==> config.mk <==
export PLATFORM = sky130hd
export DESIGN_NAME = logic_gates_acc_flat
export DESIGN_NICKNAME = d
export VERILOG_FILES = /design/src/rtl/logic_gates_acc_if.sv /design/src/rtl/logic_gates_acc.sv /design/src/flat_wrapper.sv
export SDC_FILE = /design/constraint.sdc
export NUM_CORES = 1
export LEC_CHECK = 0
export BUFFER_PORTS_ARGS = -buffer_cell sky130_fd_sc_hd__buf_2
export CORE_AREA = 2 2 88 73
export CTS_BUF_LIST = sky130_fd_sc_hd__clkbuf_4 sky130_fd_sc_hd__clkbuf_8
export CTS_CLUSTER_DIAMETER = 40
export DETAILED_ROUTE_END_ITERATION = 7
export DIE_AREA = 0 0 90 75
export PLACE_DENSITY = 0.79
export REMOVE_ABC_BUFFERS = 1
export SLEW_MARGIN = 0
export SYNTH_ARGS = -nofsm -noshare
export SYNTH_HDL_FRONTEND = slang
export SYNTH_SLANG_ARGS = --single-unit
export TNS_END_PERCENT = 50
==> constraint.sdc <==
create_clock -name iClk -period 2.95 [get_ports iClk]
set_input_delay 0.885 -clock iClk [delete_from_list [all_inputs] [get_ports iClk]]
set_output_delay 0.885 -clock iClk [all_outputs]
set_load 0.05 [all_outputs]
==> src/rtl/logic_gates_acc_if.sv <==
// Operand/result bus for logic_gates_acc. Adds oPop when LOGIC_GATES_ACC_POPCNT_EN is defined.
interface logic_gates_acc_if #(
  parameter int WIDTH = 8,
  parameter int CNT_W = 8
);
  logic             iValid;
  logic [WIDTH-1:0] iA;
  logic [WIDTH-1:0] iB;
  logic [2:0]       iOp;
  logic             iAcc;
  logic             iLast;
  logic             oValid;
  logic [WIDTH-1:0] oY;
  logic             oDone;
  logic [CNT_W-1:0] oCount;
`ifdef LOGIC_GATES_ACC_POPCNT_EN
  logic [$clog2(WIDTH+1)-1:0] oPop;

  modport master (output iValid, iA, iB, iOp, iAcc, iLast,
                  input  oValid, oY, oDone, oCount, oPop);
  modport slave  (input  iValid, iA, iB, iOp, iAcc, iLast,
                  output oValid, oY, oDone, oCount, oPop);
`else
  modport master (output iValid, iA, iB, iOp, iAcc, iLast,
                  input  oValid, oY, oDone, oCount);
  modport slave  (input  iValid, iA, iB, iOp, iAcc, iLast,
                  output oValid, oY, oDone, oCount);
`endif
endinterface

==> src/rtl/logic_gates_acc.sv <==
// Bitwise logic unit with direct and multi-beat accumulate modes and a saturating result counter.
// Optional popcount output enabled by defining LOGIC_GATES_ACC_POPCNT_EN.
module logic_gates_acc #(
  parameter int WIDTH = 8,
  parameter int CNT_W = 8
) (
  input  logic             iClk,
  input  logic             iRst,
  logic_gates_acc_if.slave bus
);

  localparam logic [2:0] OP_AND  = 3'b000;
  localparam logic [2:0] OP_OR   = 3'b001;
  localparam logic [2:0] OP_NOT  = 3'b010;
  localparam logic [2:0] OP_XOR  = 3'b011;
  localparam logic [2:0] OP_NAND = 3'b100;
  localparam logic [2:0] OP_NOR  = 3'b101;
  localparam logic [2:0] OP_XNOR = 3'b110;
  localparam logic [2:0] OP_PASS = 3'b111;

  typedef enum logic [0:0] {IDLE = 1'b0, ACC = 1'b1} stateE;

  function automatic logic [WIDTH-1:0] directOp(input logic [2:0] op,
                                                input logic [WIDTH-1:0] a,
                                                input logic [WIDTH-1:0] b);
    case (op)
      OP_AND:  directOp = a & b;
      OP_OR:   directOp = a | b;
      OP_NOT:  directOp = ~a;
      OP_XOR:  directOp = a ^ b;
      OP_NAND: directOp = ~(a & b);
      OP_NOR:  directOp = ~(a | b);
      OP_XNOR: directOp = ~(a ^ b);
      default: directOp = a;
    endcase
  endfunction

  // Inverting ops accumulate with their base op; inversion happens only on the way out.
  function automatic logic [WIDTH-1:0] accStep(input logic [2:0] op,
                                               input logic [WIDTH-1:0] acc,
                                               input logic [WIDTH-1:0] a);
    case (op)
      OP_AND, OP_NAND: accStep = acc & a;
      OP_OR,  OP_NOR:  accStep = acc | a;
      OP_XOR, OP_XNOR: accStep = acc ^ a;
      OP_NOT:          accStep = ~a;
      default:         accStep = a;
    endcase
  endfunction

  function automatic logic [WIDTH-1:0] finalize(input logic [2:0] op,
                                                input logic [WIDTH-1:0] v);
    case (op)
      OP_NAND, OP_NOR, OP_XNOR: finalize = ~v;
      default:                  finalize = v;
    endcase
  endfunction

  function automatic logic [WIDTH-1:0] loadVal(input logic [2:0] op,
                                               input logic [WIDTH-1:0] a);
    if (op == OP_NOT) begin
      loadVal = ~a;
    end else begin
      loadVal = a;
    end
  endfunction

`ifdef LOGIC_GATES_ACC_POPCNT_EN
  localparam int PW = $clog2(WIDTH+1);

  function automatic logic [PW-1:0] popCount(input logic [WIDTH-1:0] v);
    popCount = {PW{1'b0}};
    for (int i = 0; i < WIDTH; i++) begin
      popCount = popCount + PW'(v[i]);
    end
  endfunction

  logic [PW-1:0] popR;
`endif

  stateE            stateR;
  logic [2:0]       opR;
  logic [WIDTH-1:0] accR;
  logic [WIDTH-1:0] yR;
  logic             validR;
  logic             doneR;
  logic [CNT_W-1:0] countR;

  logic [WIDTH-1:0] loadS;
  logic [WIDTH-1:0] stepS;
  logic [WIDTH-1:0] resultS;
  logic             emitS;
  logic             doneS;
  logic [CNT_W-1:0] countNextS;

  // Decide whether this cycle produces a result and what it is.
  always_comb begin
    loadS   = loadVal(bus.iOp, bus.iA);
    stepS   = accStep(opR, accR, bus.iA);
    emitS   = 1'b0;
    doneS   = 1'b0;
    resultS = yR;
    case (stateR)
      IDLE: begin
        if (bus.iValid) begin
          if (!bus.iAcc) begin
            emitS   = 1'b1;
            resultS = directOp(bus.iOp, bus.iA, bus.iB);
          end else if (bus.iLast) begin
            emitS   = 1'b1;
            doneS   = 1'b1;
            resultS = finalize(bus.iOp, loadS);
          end else begin
            emitS = 1'b0;
          end
        end else begin
          emitS = 1'b0;
        end
      end
      ACC: begin
        if (bus.iValid && bus.iLast) begin
          emitS   = 1'b1;
          doneS   = 1'b1;
          resultS = finalize(opR, stepS);
        end else begin
          emitS = 1'b0;
        end
      end
      default: begin
        emitS = 1'b0;
      end
    endcase
    if (countR == {CNT_W{1'b1}}) begin
      countNextS = countR;
    end else begin
      countNextS = countR + CNT_W'(1);
    end
  end

  // FSM, accumulator and registered result outputs.
  always_ff @(posedge iClk or posedge iRst) begin
    if (iRst) begin
      stateR <= IDLE;
      opR    <= 3'b000;
      accR   <= {WIDTH{1'b0}};
      yR     <= {WIDTH{1'b0}};
      validR <= 1'b0;
      doneR  <= 1'b0;
      countR <= {CNT_W{1'b0}};
`ifdef LOGIC_GATES_ACC_POPCNT_EN
      popR   <= {PW{1'b0}};
`endif
    end else begin
      validR <= emitS;
      doneR  <= doneS;
      if (emitS) begin
        yR     <= resultS;
        countR <= countNextS;
`ifdef LOGIC_GATES_ACC_POPCNT_EN
        popR   <= popCount(resultS);
`endif
      end
      case (stateR)
        IDLE: begin
          if (bus.iValid && bus.iAcc) begin
            opR  <= bus.iOp;
            accR <= loadS;
            if (!bus.iLast) begin
              stateR <= ACC;
            end
          end
        end
        ACC: begin
          if (bus.iValid) begin
            accR <= stepS;
            if (bus.iLast) begin
              stateR <= IDLE;
            end
          end
        end
        default: begin
          stateR <= IDLE;
        end
      endcase
    end
  end

  assign bus.oValid = validR;
  assign bus.oY     = yR;
  assign bus.oDone  = doneR;
  assign bus.oCount = countR;
`ifdef LOGIC_GATES_ACC_POPCNT_EN
  assign bus.oPop   = popR;
`endif

endmodule

==> src/flat_wrapper.sv <==
// flat-port wrapper written by rule: the top's interface ports become plain ports
module logic_gates_acc_flat 
#(
  parameter int WIDTH = 8,
  parameter int CNT_W = 8
)
  (iClk, iRst, bus_iValid, bus_iA, bus_iB, bus_iOp, bus_iAcc, bus_iLast, bus_oValid, bus_oY, bus_oDone, bus_oCount);
  logic_gates_acc_if #(.WIDTH(WIDTH), .CNT_W(CNT_W)) bus_i ();
  input  logic iClk;
  input  logic iRst;
  input wire logic [$bits(bus_i.iValid)-1:0] bus_iValid;
  input wire logic [$bits(bus_i.iA)-1:0] bus_iA;
  input wire logic [$bits(bus_i.iB)-1:0] bus_iB;
  input wire logic [$bits(bus_i.iOp)-1:0] bus_iOp;
  input wire logic [$bits(bus_i.iAcc)-1:0] bus_iAcc;
  input wire logic [$bits(bus_i.iLast)-1:0] bus_iLast;
  output wire logic [$bits(bus_i.oValid)-1:0] bus_oValid;
  output wire logic [$bits(bus_i.oY)-1:0] bus_oY;
  output wire logic [$bits(bus_i.oDone)-1:0] bus_oDone;
  output wire logic [$bits(bus_i.oCount)-1:0] bus_oCount;
  assign bus_i.iValid = bus_iValid;
  assign bus_i.iA = bus_iA;
  assign bus_i.iB = bus_iB;
  assign bus_i.iOp = bus_iOp;
  assign bus_i.iAcc = bus_iAcc;
  assign bus_i.iLast = bus_iLast;
  assign bus_oValid = bus_i.oValid;
  assign bus_oY = bus_i.oY;
  assign bus_oDone = bus_i.oDone;
  assign bus_oCount = bus_i.oCount;
  logic_gates_acc #(.WIDTH(WIDTH), .CNT_W(CNT_W)) u_core (.iClk(iClk), .iRst(iRst), .bus(bus_i));
endmodule
## Yosys cells after proc, flatten, opt, wreduce, memory -nomap -nowiden

Index checks and enable logic that the tools add are counted.

| storage, ports and cells | value |
|---|---|
| output and inout port bits | 18 |
| input bits | 24 |
| bits in registers | 30 |
| word-level logic and storage cells | 78 |

| operators by class | value |
|---|---|
| bitwise operators | 14 |
| equality and inequality tests | 18 |
| reductions and logical operators | 13 |
| mux-type cells | 25 |
| $add $sub $neg | 1 |

Operator list:

| operator | count |
|---|---|
| 8-bit two-way mux | 9 |
| 8-bit one-hot mux with 7 select lines | 1 |
| 8-bit inverter | 6 |
| 8-bit one-hot mux with 2 select lines | 2 |
| 8-bit one-hot mux with 4 select lines | 1 |
| 3-bit equality test, second input constant | 6 |
| 8-bit AND | 2 |
| 8-bit OR | 2 |
| 8-bit bitwise XOR | 2 |
| 3-bit by 2-bit equality test with 1-bit output, second input constant | 4 |
| 1-bit two-way mux | 9 |
| 8-bit by 1-bit adder with 8-bit output, second input constant | 1 |
| 8-bit equality test, second input constant | 1 |
| 3-bit by 1-bit equality test with 1-bit output, second input constant | 2 |
| 3-bit logical NOT | 2 |
| 2-bit != test, second input constant | 3 |
| 1-bit one-hot mux with 2 select lines | 3 |
| 2-bit AND reduction | 3 |
| 2-bit OR reduction | 3 |
| 3-bit OR reduction | 2 |
| 4-bit AND reduction | 1 |
| 3-bit != test, second input constant | 1 |
| 1-bit logical AND | 2 |
| 2-bit by 1-bit != test with 1-bit output, second input constant | 1 |
| 1-bit inverter | 2 |

## Logic depth before layout (Yosys ltp)

Gate-level depths: netlist (run 1).

| logic depth | value |
|---|---|
| word-level depth | 8 |
| depth in mapped cells | 8 |
| mapped depth without buffers | 7 |

## Least setup slack after synthesis (run 1)

No wires, ideal clock.

| timing | value |
|---|---|
| path type | input to register |
| start point | in bus_iOp[0] |
| end point | reg u_core.yR[5], in the netlist u_core.bus.oY[5] |
| setup time | 120 ps |
| path slack | 107 ps |
| required time | 2,830 ps |
| data arrival time | 2,723 ps |
| stages on the path | 8 |
| path buffers | 2 |
| cells stage by stage | buf_2 clkbuf_1 nor3_1 ha_1 xnor2_1 a21oi_1 o31ai_1 a31o_2 |

| on the way | value |
|---|---|
| cells in the longest elaborated chain, start to end | 8 |
| elaborated cells between the ends (all ways) | 16 |
| those cells by class | eq/ne: 6; mux: 7; bitwise: 1; reduce/logical: 2 |

RTL lines:

| what | line | source |
|---|---|---|
| from (decl) | flat_wrapper.sv:14 | `input wire logic [$bits(bus_i.iOp)-1:0] bus_iOp;` |
| 3-bit by 2-bit equality test with 1-bit output | logic_gates_acc.sv:26, logic_gates_acc.sv:61 |  |
| 8-bit two-way mux | logic_gates_acc.sv:61 | `if (op == OP_NOT) begin` |
| 8-bit inverter | logic_gates_acc.sv:54 | `OP_NAND, OP_NOR, OP_XNOR: finalize = ~v;` |
| 8-bit two-way mux | logic_gates_acc.sv:53 | `case (op)` |
| 8-bit two-way mux | logic_gates_acc.sv:109 | `end else if (bus.iLast) begin` |
| 8-bit two-way mux (*) | logic_gates_acc.sv:106 | `if (!bus.iAcc) begin` |
| 8-bit two-way mux (*) | logic_gates_acc.sv:105 | `if (bus.iValid) begin` |
| 8-bit one-hot mux with 2 select lines (*) | logic_gates_acc.sv:103 | `case (stateR)` |
| to (signal assigned) | logic_gates_acc.sv:146 | `yR <= {WIDTH{1'b0}};` |
| to (signal assigned) | logic_gates_acc.sv:157 | `yR <= resultS;` |
| to (decl) | logic_gates_acc.sv:84 | `logic [WIDTH-1:0] yR;` |

Every way passes the cells marked *; elsewhere a longest branch is shown, timed or not. The select of a mux whose other input is x is not followed.
A chain may end at the register's enable or synchronous reset.

## Worst setup path after layout (run 1)

| timing | value |
|---|---|
| start point | reg u_core.opR[1] |
| end point | reg u_core.accR[1] |

| on the way | value |
|---|---|
| cells in the longest elaborated chain, start to end | 5 |
| elaborated cells between the ends (all ways) | 13 |
| those cells by class | eq/ne: 6; mux: 3; reduce/logical: 4 |

RTL lines:

| what | line | source |
|---|---|---|
| from (decl) | logic_gates_acc.sv:82 | `logic [2:0] opR;` |
| from (signal assigned) | logic_gates_acc.sv:166 | `opR <= bus.iOp;` |
| 3-bit by 2-bit equality test with 1-bit output, or another cell as far along | logic_gates_acc.sv:42 | `case (op)` |
| 2-bit OR reduction | logic_gates_acc.sv:42 |  |
| 8-bit one-hot mux with 4 select lines (*) | logic_gates_acc.sv:42 |  |
| 8-bit two-way mux (*) | logic_gates_acc.sv:174 | `if (bus.iValid) begin` |
| 8-bit one-hot mux with 2 select lines (*) | logic_gates_acc.sv:163 | `case (stateR)` |
| to (signal assigned) | logic_gates_acc.sv:145 | `accR <= {WIDTH{1'b0}};` |
| to (signal assigned) | logic_gates_acc.sv:167 | `accR <= loadS;` |
| to (signal assigned) | logic_gates_acc.sv:175 | `accR <= stepS;` |
| to (decl) | logic_gates_acc.sv:83 | `logic [WIDTH-1:0] accR;` |

Marked as above.

==> run summary, run 1 <==
Number of flip-flops and latches in the synthesized netlist - 30
X dimension of the die - 90 microns
Final Cycle Share - 0.8409
Clock tree from TritonCTS - built
Initial Util - 0.5809
Reported max-cap violation count - 0
Gr usage total - 0.2790
Total routed wirelength - 9292 microns
Ant. Diodes - 0
Post-synthesis instance area - 3379 sq um
Number of gates given a new drive strength after cts - 0
Mean post-synth cell area - 8.203 sq um
Met3 WL post-DR - 542 microns
Status - completed
Register clock-pin slew on the reported worst setup and hold paths - 80 ps
Vias per inst - 6.323
Area share of the leading cell type in the synthesized netlist - 0.2221
Maximum net fanout on the critical path - 33
Leading area contributor after synthesis - sky130_fd_sc_hd__dfrtp_1
Power per Cell Area - 651.5 nW/um^2
Final routed wire length divided by cell count - 17.63 microns
Initial drt markers - 262
Top cell types by occurrence after synthesis - sky130_fd_sc_hd__ha_1, sky130_fd_sc_hd__o21ai_0, sky130_fd_sc_hd__inv_1, sky130_fd_sc_hd__dfrtp_1, sky130_fd_sc_hd__nand2_1
Proportion of register bits with asynchronous set or reset after synthesis - 1.000
Detailed-route DRC error count - 0
# fillers - 511
Pin count of the biggest net entering global routing - 34
Share of final-layout standard cells stronger than drive strength 1 - 0.1839
Routed met2 length - 4358 microns
Sum of routed wire segments on met1 - 4147 microns
RSZ-0062 raised after global routing - false
Normalized max-slew margin - 0.3205
Highest routing layer actually used - met4
Total core area - 5818 sq um
Placed Cells - 519
Final setup violation count - 0
Area added between synthesis and finish - 11.92%
Required time of the critical path - 3170 ps
Setup TNS - 0 ps
Worst hold slack - 476.6 ps
Min cycle time layout - 2481 ps
Crit path kind - reg2reg
Initial antenna violation count - 0
Clk_lat worst skew - 290 ps
Cell area reported after detailed placement - 3640 sq um
Hold/Removal Path Class - reg2reg
Total count of hold-check failures in the final report - 0
Final design area excluding fillers - 3782 sq um
Buffers inserted during post-CTS setup optimization - 0
TritonCTS Buffers - 5
H-tree levels - 2
Number of clock sinks - 30
Final cell count without fillers - 527
Leakage - 1.799 nW
Worst Setup Start Kind - flip-flop
Synthesized instance count - 412
Sequential element share of the synthesized area - 0.2221
Count of antenna-violating nets left after detailed routing - 0
Primary FF master, synth - sky130_fd_sc_hd__dfrtp_1
Actual transition at the worst max-transition pin - 1019 ps
Clock Root Buffer - sky130_fd_sc_hd__clkbuf_8
Global-route wire length before repair - 15,100 microns
Count of final max-slew check failures - 0
Overflow left after global routing - 0
Netlist cell types - 59
Row count - 25
Number of global-route vias before repair - 3,124
Maximum operating frequency - 403.1 MHz
EDFF count, synth - 0
Last weighted congestion value of the routability-driven placer - 0.9246
Final setup skew - 11.32 ps
Via total after detailed routing - 3,332
Crit. End Element - flip-flop
Input/output buffers - 41
Area of the die - 6750 sq um
Post-CTS Hold Fix Bufs - 0
Warnings, synthesis - 0
Pre-antenna DRT Iters - 6
DPL Wire Length - 6617 microns
Cell with the most instances after synthesis - sky130_fd_sc_hd__ha_1
Final layout net count - 510
Maximum vdd drop - 0.2679 mV
Area contributors post-synth - sky130_fd_sc_hd__dfrtp_1, sky130_fd_sc_hd__ha_1, sky130_fd_sc_hd__o21ai_0
Vertical extent of the die - 75 microns
Number of buffers on the longest clock path - 2
Data arrival at the endpoint of the critical path - 2700 ps
# IOs - 42
## layout make-up
cell class	count	area (sq um)	area share
multi-input combinational	316	2331	0.6163
clock inverter	2	60.06	0.01588
inverter	35	131.4	0.03473
clock buffer	6	82.58	0.02183
tap	81	101.3	0.02679
timing repair buffer	57	325.3	0.08601
sequential	30	750.7	0.1985
## critical path, cell delays in order, from the launching register on
cell and delay (ps):
sky130_fd_sc_hd__dfrtp_1 1020, sky130_fd_sc_hd__inv_2 290, sky130_fd_sc_hd__a21oi_2 450, sky130_fd_sc_hd__nand2_1 100, sky130_fd_sc_hd__a221oi_1 370, sky130_fd_sc_hd__a221o_1 170
## cells in the final DEF (no fill, tap or decap), types with 4 or more instances in the layout
| cell | Yosys | layout |
|---|---|---|
| sky130_fd_sc_hd__nor3b_1 | 5 | 5 |
| sky130_fd_sc_hd__nand2_1 | 28 | 28 |
| sky130_fd_sc_hd__buf_2 | 10 | 41 |
| sky130_fd_sc_hd__xnor2_1 | 13 | 13 |
| sky130_fd_sc_hd__xor2_1 | 11 | 11 |
| sky130_fd_sc_hd__o211ai_1 | 5 | 5 |
| sky130_fd_sc_hd__and3_1 | 7 | 7 |
| sky130_fd_sc_hd__nand4_1 | 4 | 4 |
| sky130_fd_sc_hd__clkbuf_8 | 0 | 6 |
| sky130_fd_sc_hd__a211oi_1 | 10 | 10 |
| sky130_fd_sc_hd__nand3_1 | 7 | 7 |
| sky130_fd_sc_hd__o22ai_1 | 4 | 4 |
| sky130_fd_sc_hd__a22oi_1 | 4 | 4 |
| sky130_fd_sc_hd__a221oi_1 | 10 | 10 |
| sky130_fd_sc_hd__o221ai_1 | 4 | 4 |
| sky130_fd_sc_hd__nor2b_1 | 7 | 7 |
| sky130_fd_sc_hd__buf_4 | 6 | 16 |
| sky130_fd_sc_hd__mux2i_1 | 4 | 4 |
| sky130_fd_sc_hd__or2_2 | 4 | 4 |
| sky130_fd_sc_hd__a21oi_1 | 16 | 16 |
| sky130_fd_sc_hd__inv_1 | 33 | 33 |
| sky130_fd_sc_hd__and2_1 | 5 | 5 |
| sky130_fd_sc_hd__o31ai_1 | 7 | 7 |
| sky130_fd_sc_hd__ha_1 | 41 | 41 |
| sky130_fd_sc_hd__mux2_2 | 6 | 6 |
| sky130_fd_sc_hd__nor2_1 | 22 | 22 |
| sky130_fd_sc_hd__a22o_1 | 7 | 7 |
| sky130_fd_sc_hd__o21ai_0 | 35 | 35 |
| sky130_fd_sc_hd__dfrtp_1 | 30 | 30 |
| sky130_fd_sc_hd__a31oi_1 | 9 | 9 |
| sky130_fd_sc_hd__nor3_1 | 7 | 7 |
## routing by layer
layer  up-vias  track usage
met5         -            0
met4         0       0.1060
met3        25      0.03604
met2       131       0.4837
met1      1595       0.3654
li1       1581            -
## cells by family (layout without fill, tap and decap cells)
group | after synthesis | after routing | synth area share
compound gates | 140 | 140 | 0.2954
simple gates | 101 | 101 | 0.1485
buf+inv | 66 | 100 | 0.08811
fa+ha+maj | 41 | 41 | 0.1518
flops | 30 | 30 | 0.2221
xor+xnor | 24 | 24 | 0.06220
mux | 10 | 10 | 0.03184
## final timing paths
| check | startpoint | endpoint | slack (ps) | depth (start not counted) |
|---|---|---|---|---|
| max | u_core.opR[1] | u_core.accR[1] | 470 | 5 |
| min | u_core.bus.oY[3] | u_core.bus.oY[3] | 480 | 2 |
| max reg2reg | u_core.opR[1] | u_core.accR[1] | 470 | 5 |
| min reg2reg | u_core.bus.oY[3] | u_core.bus.oY[3] | 480 | 2 |
| max in group asynchronous | iRst | u_core.accR[6] | 1980 | 3 |
| min in group asynchronous | iRst | u_core.bus.oY[2] | 660 | 3 |
## stage by stage
| stage | setup slack (ps) | utilization | power [mW] |
|---|---|---|---|
| global placement | 392.8 | 0.6256 | 1.879 |
| finish | 469.4 | 0.6501 | 2.464 |
| detailed placement | 327.7 | 0.6256 | 1.917 |
| global route | 355.1 | 0.6501 | 2.627 |
| CTS | 615.9 | 0.6501 | 2.454 |
| floorplan | 353.8 | - | 1.563 |
## power by group
part	internal, mW	switching [mW]
sequential	0.525	0.163
combinational	0.458	0.783
clock	0.360	0.174
## state kept, by name (all words and copies together), names as in the netlist
name / cells
u_core.accR: 8
u_core.bus.oCount: 8
u_core.bus.oY: 8
u_core.opR: 3
u_core.bus.oDone: 1
u_core.bus.oValid: 1
u_core.stateR: 1
(Power assumes the default switching activity.)
==> run 2: changes to the inputs <==
- ABC_AREA: default -> 1
- CORE_AREA: 2 2 88 73 -> 2 2 87 72
- DIE_AREA: 0 0 90 75 -> 0 0 89 74
- clock period: 2.95 -> 2.3 ns (I/O delays scaled with it)
==> run summary, run 2 <==
Multi-input combinational cell area - 2120 sq um
Min cycle time layout - 1923 ps
Maximum operating frequency - 520.0 MHz
Sequential element share of the synthesized area - 0.2287
Netlist cell types - 27
Area share of the leading cell type in the synthesized netlist - 0.2287
Initial Util - 0.5704
Switching power share of the total - 0.5115
Crit path kind - in2reg
Mean post-synth cell area - 6.254 sq um
Clk_lat worst skew - 290 ps
Register clock-pin slew on the reported worst setup and hold paths - 70 ps
Cell with the most instances after synthesis - sky130_fd_sc_hd__nand2_1
Worst Setup Start Kind - input pin
Cell area reported after detailed placement - 3575 sq um
Leakage - 2.148 nW
Final cell count without fillers - 650
Overflow left after global routing - 0
Most frequent standard cell in the layout excluding fill and tap cells - sky130_fd_sc_hd__nand2_1
Power per Cell Area - 731.8 nW/um^2
Synthesized-area fraction occupied by xor and xnor cells - 0.01867
Worst hold slack - 459.2 ps
Cell internal pwr - 1.306 mW
Status - completed
Vertical extent of the die - 74 microns
Start point of the critical path - bus_iOp[1]
Total area of sequential cells - 750.7 sq um
Post-synthesis share of cell area spent on and, or, nand and nor gates - 0.3777
Net switching component of the power - 1.368 mW
Pin count of the biggest net entering global routing - 31
Leading cell types in the layout, fill and taps excluded - sky130_fd_sc_hd__nand2_1, sky130_fd_sc_hd__inv_1, sky130_fd_sc_hd__nand3_1
Count of final max-slew check failures - 0
Total routed wirelength - 8941 microns
Number of gates given a new drive strength after cts - 0
TritonCTS Buffers - 5
Overall Power - 2.674 mW
Initial drt markers - 191
Maximum vdd drop - 0.5746 mV
Post-synthesis share of cell area spent on full adders, half adders and majority gates - 0.1563
Area added between synthesis and finish - 11.28%
# fillers - 578
Row count - 25
Placed Cells - 643
Sequential group share of total power - 0.306
Reported max-cap violation count - 0
Compound-cell area share of the yosys netlist - 0.09299
Count of antenna-violating nets left after detailed routing - 0
Initial antenna violation count - 0
Crit Reg-Reg Startpoint - u_core.stateR
Data arrival at the endpoint of the critical path - 2150 ps
Crit. End Element - flip-flop
DPL Wire Length - 6976 microns
Ant. Diodes - 0
Clock network fraction of design power - 0.155
Leading area contributor after synthesis - sky130_fd_sc_hd__dfrtp_1
Number of buffers on the longest clock path - 2
Post-CTS Hold Fix Bufs - 0
Final layout net count - 634
Input/output buffers - 41
Final design area excluding fillers - 3654 sq um
Vias per inst - 5.322
Final setup skew - 7.621 ps
Final Cycle Share - 0.8361
Global-route wire length before repair - 14,800 microns
Combinational power share - 0.539
Required time of the critical path - 2530 ps
Normalized max-slew margin - 0.5639
Setup TNS - 0 ps
Clock tree from TritonCTS - built
Synthesized instance count - 525
Largest family of logic cells by synthesized area - simple AND/OR/NAND/NOR gates
Last weighted congestion value of the routability-driven placer - 0.9625
# IOs - 42
Final routed wire length divided by cell count - 13.76 microns
Clock Root Buffer - sky130_fd_sc_hd__clkbuf_8
Primary FF master, synth - sky130_fd_sc_hd__dfrtp_1
Gr usage total - 0.2902
H-tree levels - 2
Post-synthesis instance area - 3283 sq um
Warnings, synthesis - 0
Pre-antenna DRT Iters - 5
Buffers inserted during post-CTS setup optimization - 0
Proportion of register bits with asynchronous set or reset after synthesis - 1.000
Area of the die - 6586 sq um
Mux share of post-synthesis cell area - 0
Hold/Removal Path Class - in2async
Final setup violation count - 0
Total count of hold-check failures in the final report - 0
Via total after detailed routing - 3,459
X dimension of the die - 89 microns
Area contributors post-synth - sky130_fd_sc_hd__dfrtp_1, sky130_fd_sc_hd__nand2_1, sky130_fd_sc_hd__ha_1
Number of clock sinks - 30
Number of global-route vias before repair - 3,192
RSZ-0062 raised after global routing - false
Actual transition at the worst max-transition pin - 654.1 ps
Share of final-layout standard cells stronger than drive strength 1 - 0.1248
EDFF count, synth - 0
Detailed-route DRC error count - 0
Maximum net fanout on the critical path - 16
Number of flip-flops and latches in the synthesized netlist - 30
Top cell types by occurrence after synthesis - sky130_fd_sc_hd__nand2_1, sky130_fd_sc_hd__inv_1, sky130_fd_sc_hd__nand3_1, sky130_fd_sc_hd__nor2_1, sky130_fd_sc_hd__ha_1
Total core area - 5756 sq um
-- run 2: cell types whose count changed after synthesis, sizes merged, moves of 9 or more --
cell,before,now
nand2,28,175
inv,34,82
nand3,7,47
nor2,22,45
a211oi,10,0
a221oi,10,0
clkbuf,12,2
nand4,4,14
xor2,11,1
a31oi,9,0
o31ai,9,0
-- run 2: cell families (layout without fill, tap and decap cells) --
logic type      after synthesis  in the layout
flops                        30             30
xor+xnor                      7              7
fa+ha+maj                    41             41
compound gates               59             59
simple gates                290            290
buf+inv                      98            142
-- run 2: final timing paths --
path	end	slack (ps)	cells past startpoint
min reg2reg	u_core.bus.oY[7]	470	2
min	u_core.accR[7]	460	3
max in group asynchronous	u_core.accR[5]	1540	3
max	u_core.bus.oY[7]	380	10
max reg2reg	u_core.accR[1]	390	4
min in group iClk	u_core.bus.oY[7]	470	2
-- run 2: per-layer routing --
metal	wire length (microns)	global-route usage	vias up
li1	-	-	1744
met1	4032	0.4037	1569
met2	4164	0.4735	125
met3	547	0.04218	21
met4	196	0.08624	0
met5	0	0	-
-- run 2: worst max-delay path, cell delays in order --
cell                      delay [ps]
sky130_fd_sc_hd__buf_2            90
sky130_fd_sc_hd__buf_4           190
sky130_fd_sc_hd__nand2_1         110
sky130_fd_sc_hd__nand2_1         380
sky130_fd_sc_hd__o21ai_0         160
sky130_fd_sc_hd__a21oi_1         140
sky130_fd_sc_hd__nor2_1           60
sky130_fd_sc_hd__a21oi_1         180
sky130_fd_sc_hd__nand2_1          80
sky130_fd_sc_hd__nand2_1          50
-- run 2: layout make-up --
type                    count  area share
well taps                  81     0.02774
inverters                  82     0.08425
multi-input cells         397      0.5801
clock buffers               5     0.01884
clock inverters             2    0.002740
flip-flops and latches     30      0.2055
repair buffers             53     0.08082
-- run 2: stage by stage --
step	setup slack [ps]	utilization
CTS	413.6	0.6348
finish	377.0	0.6348
global placement	156.6	0.6211
detailed placement	120.5	0.6211
global route	174.0	0.6348
floorplan	99.53	-
-- run 2: power by group through the flow --
stage	combinational, mW	clock (mW)	sequential (mW)
finish	1.44	0.414	0.819
global route	1.60	0.441	0.845
CTS	1.43	0.422	0.817
detailed placement	1.43	0	0.825
global placement	1.39	0	0.818
floorplan	0.722	0	1.13
==> run 3: changes to the inputs <==
- CORE_AREA: 2 2 87 72 -> 2 2 90 75
- DIE_AREA: 0 0 89 74 -> 0 0 92 77
- PLACE_DENSITY: 0.79 -> 0.77
- clock period: 2.3 -> 1.65 ns (I/O delays scaled with it)
==> run summary, run 3 (synthesis gave the netlist of run 2 again) <==
Status - completed
Total routed wirelength - 9236 microns
Gr usage total - 0.2706
Post-CTS Hold Fix Bufs - 0
Count of final max-slew check failures - 0
Placed Cells - 683
Register clock-pin slew on the reported worst setup and hold paths - 80 ps
Actual transition at the worst max-transition pin - 440.8 ps
Leading cell types in the layout, fill and taps excluded - sky130_fd_sc_hd__nand2_1, sky130_fd_sc_hd__inv_1, sky130_fd_sc_hd__buf_4
Maximum operating frequency - 641.6 MHz
Normalized max-slew margin - 0.7050
Worst Setup Start Kind - input pin
Final Cycle Share - 0.9446
Setup TNS - 0 ps
Most frequent standard cell in the layout excluding fill and tap cells - sky130_fd_sc_hd__nand2_1
DPL Wire Length - 7275 microns
Net switching component of the power - 1.976 mW
Met3 usage - 0.04420
Row count - 26
Ant. Diodes - 0
Leakage - 2.365 nW
Clock network fraction of design power - 0.188
Required time of the critical path - 1830 ps
Last weighted congestion value of the routability-driven placer - 0.9544
Final routed wire length divided by cell count - 13.25 microns
Global-route wire length before repair - 15,590 microns
Share of final-layout standard cells stronger than drive strength 1 - 0.2251
Final layout net count - 677
Worst hold slack - 267.4 ps
RSZ-0062 raised after global routing - true
Final setup skew - 13.85 ps
Min setup slack post-route - 91.37 ps
Crit path kind - in2reg
Clk_lat worst skew - 300 ps
Initial drt markers - 234
Clock tree from TritonCTS - built
Sequential group share of total power - 0.277
Reported max-cap violation count - 0
Vertical extent of the die - 77 microns
# IOs - 42
Via total after detailed routing - 3,663
Final setup violation count - 0
Overflow left after global routing - 0
X dimension of the die - 92 microns
TritonCTS Buffers - 5
Data arrival at the endpoint of the critical path - 1740 ps
Area of the die - 7084 sq um
Busiest layer in global routing - met2
Number of global-route vias before repair - 3,438
Maximum vdd drop - 0.7276 mV
Min cycle time layout - 1559 ps
Combinational power share - 0.535
Pre-antenna DRT Iters - 7
Area added between synthesis and finish - 25.61%
Crit. End Element - flip-flop
Count of antenna-violating nets left after detailed routing - 0
Global-route track usage on met1 - 0.3674
Pre-CTS setup slack - -279.2 ps
Number of buffers on the longest clock path - 2
Switching power share of the total - 0.4834
Cell internal pwr - 2.112 mW
Pin count of the biggest net entering global routing - 31
Detailed-route DRC error count - 0
Met2 usage in global routing - 0.4485
H-tree levels - 2
Hold/Removal Path Class - in2async
Input/output buffers - 41
Number of clock sinks - 30
Initial Util - 0.5312
Total core area - 6181 sq um
Clock Root Buffer - sky130_fd_sc_hd__clkbuf_8
Initial antenna violation count - 0
Power per Cell Area - 991.2 nW/um^2
Maximum net fanout on the critical path - 5
Vias per inst - 5.255
Total count of hold-check failures in the final report - 0
Final cell count without fillers - 697
==> run 3: cell count changes in the layout (fill, tap and decap cells not counted), moves of 3 or more <==
cell                      change
sky130_fd_sc_hd__buf_2        -3
sky130_fd_sc_hd__buf_4       +42
sky130_fd_sc_hd__buf_6        +3
sky130_fd_sc_hd__ha_1         -4
sky130_fd_sc_hd__ha_4         +3
sky130_fd_sc_hd__inv_1        -8
sky130_fd_sc_hd__inv_2        +5
sky130_fd_sc_hd__nand2_1      -5
sky130_fd_sc_hd__nand2_2      +5
sky130_fd_sc_hd__o21ai_0      -4
sky130_fd_sc_hd__o21ai_1      +4
==> run 3: area by class of cell <==
type                            instances  area, sq um
Tap cell                               84        105.1
Clock buffer                            5        68.82
Multi-Input combinational cell        397         2193
Sequential cell                        30        753.2
Timing Repair Buffer                   96        644.4
Clock inverter                          3        40.04
Inverter                               82        319.1
Fill cell                             569         2057
==> run 3: final timing paths <==
check,start,endpoint,slack (ps),depth (start not counted)
max,bus_iA[4],u_core.bus.oY[4],90,14
min,iRst,u_core.accR[6],270,3
max reg2reg,u_core.opR[1],u_core.bus.oY[6],100,11
min reg2reg,u_core.bus.oY[3],u_core.bus.oY[3],480,2
max in group asynchronous,iRst,u_core.opR[0],1070,3
min in group iClk,u_core.bus.oY[3],u_core.bus.oY[3],480,2
==> run 3: power by group through the flow <==
stage | Combinational, mW | Sequential [mW] | Clock (mW)
final | 2.19 | 1.13 | 0.768
after detailed placement | 2.09 | 1.14 | 0
after global routing | 2.44 | 1.16 | 0.797
after floorplan | 1.01 | 1.58 | 0
after global placement | 2.02 | 1.12 | 0
after CTS | 2.10 | 1.13 | 0.766
==> run 3: layer usage <==
| layer | part of all wire | up-vias |
|---|---|---|
| li1 | - | 1834 |
| met1 | 0.45 | 1688 |
| met2 | 0.46 | 122 |
| met3 | 0.066 | 19 |
| met4 | 0.019 | 0 |
| met5 | 0 | - |
==> run 3: worst max-delay path: stages <==
cell and delay, ps:
sky130_fd_sc_hd__buf_4 100, sky130_fd_sc_hd__clkinvlp_4 170, sky130_fd_sc_hd__ha_4 310, sky130_fd_sc_hd__inv_1 30, sky130_fd_sc_hd__nand4_1 70, sky130_fd_sc_hd__nand2_1 60, sky130_fd_sc_hd__nor2_1 100, sky130_fd_sc_hd__nand2_1 60
sky130_fd_sc_hd__nand2_1 80, sky130_fd_sc_hd__nand2_1 50, sky130_fd_sc_hd__nand2_1 50, sky130_fd_sc_hd__nand2_1 50, sky130_fd_sc_hd__nand2_1 60, sky130_fd_sc_hd__nand2_1 50
==> run 3: repair_timing <==
item                       in CTS  in global routing
resized for setup               0                 39
setup endpoints to repair       0                 15
buffers inserted                0                  6
==> run 3: through the flow <==
step,power [mW],area [sq um],utilization
floorplan,2.584,3178,-
global placement,3.149,3856,0.6239
detailed placement,3.235,3856,0.6239
CTS,3.999,3965,0.6415
global route,4.395,4124,0.6672
finish,4.088,4124,0.6672
